[src/rtl/pwm_capture.sv]
// pwm_capture
//   Measures the high time and period of an external pulse train in clkin
//   cycles. The pin is synchronized by two flops, and an edge register
//   follows them. A saturating counter times the phases. A four-state FSM
//   (IDLE/ARM/HIGH/LOW) discards the first period after arming and then
//   reports one measurement on every rising edge.
//
// Ports
//   clkin     : system clock
//   rst_n     : asynchronous active-low reset, clears all state
//   en        : measurement enable, 0 forces IDLE
//   pin_in    : raw asynchronous pulse input
//   high_time : cycles from a rising edge to the following falling edge
//   period    : cycles between consecutive rising edges
//   valid     : one-cycle pulse when high_time/period hold a new result
//   stuck     : no rising edge for 2^BITS-1 cycles while measuring
//   level     : synchronized pin level
module pwm_capture #(
    parameter int BITS = 16
) (
    input  logic            clkin,
    input  logic            rst_n,
    input  logic            en,
    input  logic            pin_in,
    output logic [BITS-1:0] high_time,
    output logic [BITS-1:0] period,
    output logic            valid,
    output logic            stuck,
    output logic            level
);

    typedef enum logic [1:0] {
        IDLE = 2'd0,
        ARM  = 2'd1,
        HIGH = 2'd2,
        LOW  = 2'd3
    } state_t;

    localparam logic [BITS-1:0] CNT_MAX = '1;

    // Increment that sticks at the all-ones value instead of wrapping.
    function automatic logic [BITS-1:0] sat_inc(input logic [BITS-1:0] v);
        if (v == CNT_MAX) return v;
        else              return v + 1'b1;
    endfunction

    state_t          state_q, state_d;
    logic            s1_q, s2_q, s3_q;
    logic [BITS-1:0] cnt_q, cnt_d;
    logic [BITS-1:0] hcap_q, hcap_d;
    logic [BITS-1:0] high_q, high_d;
    logic [BITS-1:0] per_q, per_d;
    logic            valid_q, valid_d;
    logic            stuck_q, stuck_d;

    logic rise, fall, sat;

    assign rise = s2_q & ~s3_q;
    assign fall = ~s2_q & s3_q;
    assign sat  = (cnt_q == CNT_MAX);

    // Counter: cleared outside measurement, restarted at 1 on each rise so
    // that the value seen at the next edge equals the elapsed cycle count.
    always_comb begin
        cnt_d = cnt_q;
        if (!en || state_q == IDLE) begin
            cnt_d = '0;
        end else if (rise) begin
            cnt_d = {{(BITS-1){1'b0}}, 1'b1};
        end else begin
            cnt_d = sat_inc(cnt_q);
        end
    end

    always_comb begin
        state_d = state_q;
        hcap_d  = hcap_q;
        high_d  = high_q;
        per_d   = per_q;
        valid_d = 1'b0;
        stuck_d = stuck_q;
        if (!en) begin
            state_d = IDLE;
            stuck_d = 1'b0;
        end else begin
            unique case (state_q)
                IDLE: state_d = ARM;
                ARM: begin
                    // First rise only starts timing; it also clears stuck.
                    if (rise) begin
                        state_d = HIGH;
                        stuck_d = 1'b0;
                    end
                end
                HIGH: begin
                    if (sat) begin
                        stuck_d = 1'b1;
                        state_d = ARM;
                    end else if (fall) begin
                        hcap_d  = cnt_q;
                        state_d = LOW;
                    end
                end
                LOW: begin
                    // A rise coinciding with saturation still completes
                    // the measurement.
                    if (rise) begin
                        per_d   = cnt_q;
                        high_d  = hcap_q;
                        valid_d = 1'b1;
                        state_d = HIGH;
                    end else if (sat) begin
                        stuck_d = 1'b1;
                        state_d = ARM;
                    end
                end
                default: state_d = IDLE;
            endcase
        end
    end

    always_ff @(posedge clkin or negedge rst_n) begin
        if (!rst_n) begin
            state_q <= IDLE;
            s1_q    <= 1'b0;
            s2_q    <= 1'b0;
            s3_q    <= 1'b0;
            cnt_q   <= '0;
            hcap_q  <= '0;
            high_q  <= '0;
            per_q   <= '0;
            valid_q <= 1'b0;
            stuck_q <= 1'b0;
        end else begin
            state_q <= state_d;
            s1_q    <= pin_in;
            s2_q    <= s1_q;
            s3_q    <= s2_q;
            cnt_q   <= cnt_d;
            hcap_q  <= hcap_d;
            high_q  <= high_d;
            per_q   <= per_d;
            valid_q <= valid_d;
            stuck_q <= stuck_d;
        end
    end

    assign high_time = high_q;
    assign period    = per_q;
    assign valid     = valid_q;
    assign stuck     = stuck_q;
    assign level     = s2_q;

endmodule

[config.mk]
export PLATFORM = sky130hd
export DESIGN_NAME = pwm_capture
export DESIGN_NICKNAME = d
export VERILOG_FILES = /design/src/rtl/pwm_capture.sv
export SDC_FILE = /design/constraint.sdc
export NUM_CORES = 1
export LEC_CHECK = 0
export ABC_AREA = 0
export CAP_MARGIN = 10
export CORE_ASPECT_RATIO = 1.25
export CORE_MARGIN = 3
export CORE_UTILIZATION = 42
export CTS_CLUSTER_SIZE = 28
export DETAILED_ROUTE_END_ITERATION = 6
export GPL_ROUTABILITY_DRIVEN = 0
export PLACE_DENSITY = 0.64
export SYNTH_ARGS = -nofsm -noshare
export SYNTH_HDL_FRONTEND = slang
export SYNTH_SLANG_ARGS = --single-unit
[constraint.sdc]
create_clock -name clkin -period 2.9 [get_ports clkin]
set_clock_uncertainty 0.2 [all_clocks]
set_input_delay 0.29 -clock clkin [delete_from_list [all_inputs] [get_ports clkin]]
set_output_delay 0.29 -clock clkin [all_outputs]
set_load 0.01 [all_outputs]
==> results of run 1 <==
-- cells in the mapped netlist, drive strengths merged --
cell type,count,area share (%)
dfrtp,71,59
mux2,48,19
nand2,13,1.6
o21ai,9,1.9
a21oi,8,1.3
buf,6,1.9
nand3,6,1.2
nand4,6,1.2
a31oi,5,1.0
nor2,5,0.71
mux2i,4,1.3
or3,4,0.83
clkbuf,3,0.42
o31ai,3,0.75
or4,3,0.79
and3,2,0.50
nor2b,2,0.42
nor3,2,0.33
nor3b,2,0.50
nor4,2,0.42
or2,2,0.42
or4b,2,0.67
a2111o,1,0.37
a211oi,1,0.25
a21boi,1,0.25
and2b,1,0.29
and4,1,0.29
ha,1,0.42
inv,1,0.12
o2111ai,1,0.29
o211ai,1,0.25
o21a,1,0.25
o311a,1,0.33
o41ai,1,0.29
-- metal layers --
metal / up-vias / wire (um)
met3: 11 / 246
met5: - / 0
met2: 49 / 2620
met4: 0 / 97
li1: 911 / -
met1: 932 / 2660
-- cells in the final DEF, fill, tap and decap left out, types with 3 or more instances in the layout --
| cell | count |
|---|---|
| a21oi_1 | 8 |
| a31oi_1 | 5 |
| clkbuf_8 | 10 |
| clkdlybuf4s50_1 | 37 |
| clkinv_2 | 3 |
| dfrtp_1 | 71 |
| mux2_2 | 38 |
| mux2_4 | 10 |
| mux2i_1 | 4 |
| nand2_1 | 13 |
| nand3_1 | 5 |
| nand4_1 | 6 |
| nor2_1 | 4 |
| o21ai_0 | 8 |
| o31ai_1 | 3 |
| or3_1 | 4 |
-- flip-flops by register name, summed over array words and instances (netlist names) --
register	count
hcap_q	16
valid	1
high_time	16
state_q	2
stuck	1
level	1
cnt_q	16
s3_q	1
period	16
s1_q	1
-- kinds of logic (layout without fill, tap and decap cells) --
family | after synthesis | count (layout) | synth area share [%]
multiplexers | 52 | 52 | 20.6
AO/OA/AOI/OAI | 33 | 33 | 7.28
AND/OR/NAND/NOR | 53 | 53 | 10.2
buffers and inverters | 10 | 59 | 2.45
adder cells (fa/ha/maj) | 1 | 1 | 0.416
flip-flops | 71 | 71 | 59.1
-- area by class of cell --
cell class | instances | area, um2
Clock buffer | 12 | 145
Clock inverter | 4 | 45.0
Fill cell | 603 | 3120
Inverter | 1 | 3.75
Multi-Input combinational cell | 139 | 1160
Sequential cell | 71 | 1780
Tap cell | 87 | 109
Timing Repair Buffer | 42 | 420
-- worst paths after layout --
path	start	cells after the start	endpoint
max reg2reg	cnt_q[0]	5	hcap_q[4]
max	cnt_q[0]	5	hcap_q[4]
min in group asynchronous	rst_n	2	period[15]
min	s1_q	0	level
min reg2reg	s1_q	0	level
max in group asynchronous	rst_n	3	period[4]
-- timing repair --
action,CTS,global route
endpoints found under the setup margin,0,0
hold buffers,1,0
endpoints found under the hold margin,33,0
-- power groups by stage --
stage	sequential (W)	combinational (W)	clock, W
floorplan	0.00102	0.0000234	0
global placement	0.00103	0.0000617	0
detailed placement	0.00103	0.0000618	0
CTS	0.00101	0.0000636	0.000787
global route	0.00101	0.0000696	0.000824
finish	0.00101	0.0000614	0.000762
-- metrics by stage --
stage / cell area [um2] / hold slack (ns)
after floorplan: 3010 / -0.206
after global placement: 3460 / 0.131
after detailed placement: 3460 / 0.135
after CTS: 3660 / 0.151
after global routing: 3660 / 0.177
final: 3660 / 0.148
==> impl_metrics.yaml, run 1 <==
run_status:
  status: "complete, no violations"
critical_path:
  slowest_delay_ns: 0.61
  critPathLaunchType: "flip-flop"
  cp-end-kind: "flip-flop"
  critPathRequiredTime_ns: 2.92
  cp_max_fo: 16
  critPathTopFamily: "compound AO/OA/AOI/OAI gates"
  rrSetupSlack_ns: 0.46
  crit_buf_inv: 0
  path_class: "flip-flop to flip-flop"
  cp_slowest_cell: "o21ai_4"
  critPathArrivalTime_ns: 2.46
  cp_cell_sequence: "ha_1 -> and3_2 -> nand3_2 -> o21ai_4 -> mux2_2"
timing:
  rsz0062_at_grt: "no"
  setup_ws_ns: 0.461
  fin_crit_ns: 2.44
  fin_setup_tns_ns: 0
  worstMarginPinSlew_ns: 0.780
  maxSlewHeadroom_pct: 48.0
  timing.fmax_mhz: 410
  fin_crit_sh_pct: 84.1
  setup_violations: 0
  hold_viol_final: 0
  final_max_slew_viol_count: 0
cts:
  clock_latency_ns: 0.34
  post_cts_buffers: 0
  htree_num_levels: 3
  cts.clk_slew.worst_paths_ns: 0.07
  cts_root_buf: "clkbuf_8"
  clkSinkCount: 71
  cts_tree: "done"
  cts_buffer_depth: 2
  cts_buffers: 9
  cts_resized: 0
placed_design:
  dpl.cell_count: 339
  dp_slack_ns: 0.442
  dp_hpwl_um: 3830
  io_buffers: 38
global_routing:
  grt_usage_pct: 15.4
  grt_use_met2_pct: 22.2
  grt_max_degree: 39
  grt_use_met3_pct: 3.40
  met1_usage_pct: 21.0
  antenna_found_initial: 0
  grt_overflow: 0
  grt_pass1_wl_um: 9650
  busiest_layer: "met2"
  grt_pass1_vias: 1954
flow_run:
  maxCapViolations: 0
detailed_routing:
  post_drt_wl_per_cell_um: 15.8
  drc: 0
  drt_iter0_drc: 125
  ant_nets: 0
  vias: 1903
  drt_wl_total_um: 5630
  dr.pass1.iters: 4
  viasPerCell: 5.35
finish:
  finalNetCount: 269
  finalNonFillerCells: 356
  utilization_pct: 54.0
  diodes: 0
  layout-drive-gt1-share_pct: 28.3
  synthToLayoutAreaGrowth_pct: 21.6
yosys:
  syn_area_um2: 3010
  yosysWarnings: 0
  syn_inst: 220
  ys_ff_latch: 71
  ys_types: 43
  synth_area_per_cell_um2: 13.7
  synth.net_count: 225
  yosysSeqAreaShare_pct: 59.1
power:
  p_comb_share_pct: 3.4
  p_per_area_nw_per_um2: 501
  peakVddDrop_mv: 0.284
  p_int_w: 0.00144
  seq_power_share_pct: 55.0
  p_sw_w: 0.000392
  p_clk_share_pct: 41.7
  finalPower_w: 0.00183
  p_leak_nw: 1.67
  sw_frac_of_total_pct: 21.4
floorplan:
  die-area_um2: 8220
  row_count: 33
  num_io_pins: 39
  initial_core_util_pct: 44.4
  die_x_um: 81.7
  core-area_um2: 6770
  chipHeight_um: 101
worst_hold_path:
  min_path_type: "flip-flop to flip-flop"
Power figures use the tool's default switching activity.
==> inputs of run 2 (changes only) <==
- clock period: 2.9 -> 2.5 ns (I/O delays scaled with it)
==> impl_metrics.yaml, run 2 (synthesis gave the netlist of run 1 again) <==
run_status:
  status: "complete, no violations"
critical_path:
  slowest_delay_ns: 0.50
  critPathLaunchType: "flip-flop"
  cp_slowest_cell: "dfrtp_1"
  crit_cells: 6
  rrSetupSlack_ns: 0.18
  critPathArrivalTime_ns: 2.34
  path_class: "flip-flop to flip-flop"
  reg2reg_to: "hcap_q[9]"
  cp_max_fo: 10
  r2r_start: "cnt_q[0]"
  cp_cell_sequence: "ha_1 -> and3_2 -> nand3_2 -> o21ai_4 -> buf_4 -> mux2_4"
  cp-end-kind: "flip-flop"
  crit_buf_inv: 1
  reg2reg_depth: 6
  critPathTopFamily: "flip-flops"
  critPathRequiredTime_ns: 2.52
worst_hold_path:
  min_from: "pin_in"
  hold_depth: 1
  min_path_type: "input pin to flip-flop"
  holdPathEnd: "s1_q"
placed_design:
  dp_slack_ns: 0.212
  dp_hpwl_um: 4070
  io_buffers: 38
detailed_routing:
  post_drt_wl_per_cell_um: 16.0
  drt_wl_total_um: 5810
  drc: 0
  drt_iter0_drc: 104
  vias: 1964
  ant_nets: 0
  dr.pass1.iters: 4
  viasPerCell: 5.41
floorplan:
  die-area_um2: 8220
  core-area_um2: 6770
  initial_core_util_pct: 44.4
  row_count: 33
  chipHeight_um: 101
  num_io_pins: 39
  die_x_um: 81.7
power:
  sw_frac_of_total_pct: 21.8
  peakVddDrop_mv: 0.356
  p_leak_nw: 1.70
  seq_power_share_pct: 55.8
  p_per_area_nw_per_um2: 565
  p_sw_w: 0.000456
  p_clk_share_pct: 40.6
  p_comb_share_pct: 3.6
  p_int_w: 0.00164
timing:
  hold_viol_final: 0
  timing.fmax_mhz: 432
  setup_violations: 0
  rsz0062_at_grt: "no"
  fin_crit_ns: 2.32
  setup_ws_ns: 0.185
  fin_setup_tns_ns: 0
  worstMarginPinSlew_ns: 0.622
  final_max_slew_viol_count: 0
  maxSlewHeadroom_pct: 58.6
  fin_crit_sh_pct: 92.6
global_routing:
  grt_max_degree: 27
  grt_pass1_wl_um: 9700
  grt_overflow: 0
  grt_pass1_vias: 1969
  grt_usage_pct: 15.6
  antenna_found_initial: 0
cts:
  clock_latency_ns: 0.34
  cts_buffer_depth: 2
  cts.clk_slew.worst_paths_ns: 0.07
  htree_num_levels: 3
  cts_root_buf: "clkbuf_8"
  post_cts_buffers: 0
  clkSinkCount: 71
  cts_buffers: 9
  cts_tree: "done"
flow_run:
  maxCapViolations: 0
finish:
  finalNetCount: 277
  diodes: 0
  synthToLayoutAreaGrowth_pct: 23.2
  layout-drive-gt1-share_pct: 30.4
  layout_common_cells: "dfrtp_1 (71), mux2_2 (38), clkdlybuf4s50_1 (37)"
  final_common_cell: "dfrtp_1"
## run 2: cell count changes in the layout (fill, tap and decap cells not counted), sizes merged
cell	before	now
clkbuf	12	10
buf	4	12
clkinv	3	4
## run 2: worst max path at each step
stage	slack, ns	startpoint	endpoint
6_report	0.18	cnt_q[0]	hcap_q[9]
5_1_grt	0.07	cnt_q[0]	hcap_q[11]
4_1_cts	0.19	cnt_q[0]	hcap_q[9]
3_5_place_dp	0.21	cnt_q[0]	hcap_q[6]
3_3_place_gp	0.24	cnt_q[0]	hcap_q[8]
2_1_floorplan	0.46	cnt_q[0]	hcap_q[10]
## run 2: power groups by stage
stage / combinational [W] / sequential (W) / clock (W)
finish: 0.0000764 / 0.00117 / 0.000850
global placement: 0.0000763 / 0.00119 / 0
CTS: 0.0000789 / 0.00117 / 0.000874
global route: 0.0000865 / 0.00117 / 0.000928
floorplan: 0.0000272 / 0.00119 / 0
detailed placement: 0.0000773 / 0.00119 / 0
## run 2: layout make-up
cell class	instances	area (um2)
Fill cell	597	3070
Sequential cell	71	1780
Multi-Input combinational cell	139	1160
Timing Repair Buffer	50	480
Clock buffer	10	128
Tap cell	87	109
Clock inverter	5	50.0
Inverter	1	3.75
## run 2: layer usage
layer  global-route usage [%]  up-vias  routed length [um]  share of wire (%)
met5                        0        -                   0                  0
met4                     7.16        0                 138                2.4
met1                     21.1      982                2750                 47
met3                     4.38       12                 223                3.8
met2                     23.3       44                2700                 46
li1                         -      926                   -                  -
## run 2: metrics by stage
| stage | instances | area [um2] | hold WS [ns] | util, % | power [W] |
|---|---|---|---|---|---|
| 6_report | 363 | 3700 | 0.142 | 54.7 | 0.00209 |
| 5_1_grt | 363 | 3700 | 0.131 | 54.7 | 0.00218 |
| 4_1_cts | 363 | 3700 | 0.131 | 54.7 | 0.00212 |
| 3_5_place_dp | 347 | 3520 | 0.0959 | 51.9 | 0.00127 |
| 3_3_place_gp | 347 | 3520 | 0.0977 | 51.9 | 0.00127 |
| 2_1_floorplan | 220 | 3010 | -0.246 | - | 0.00122 |
## run 2: timing repair
item / CTS / global route
resized for setup: 0 / 0
hold endpoints to repair: 22 / 0
hold buffers: 1 / 0
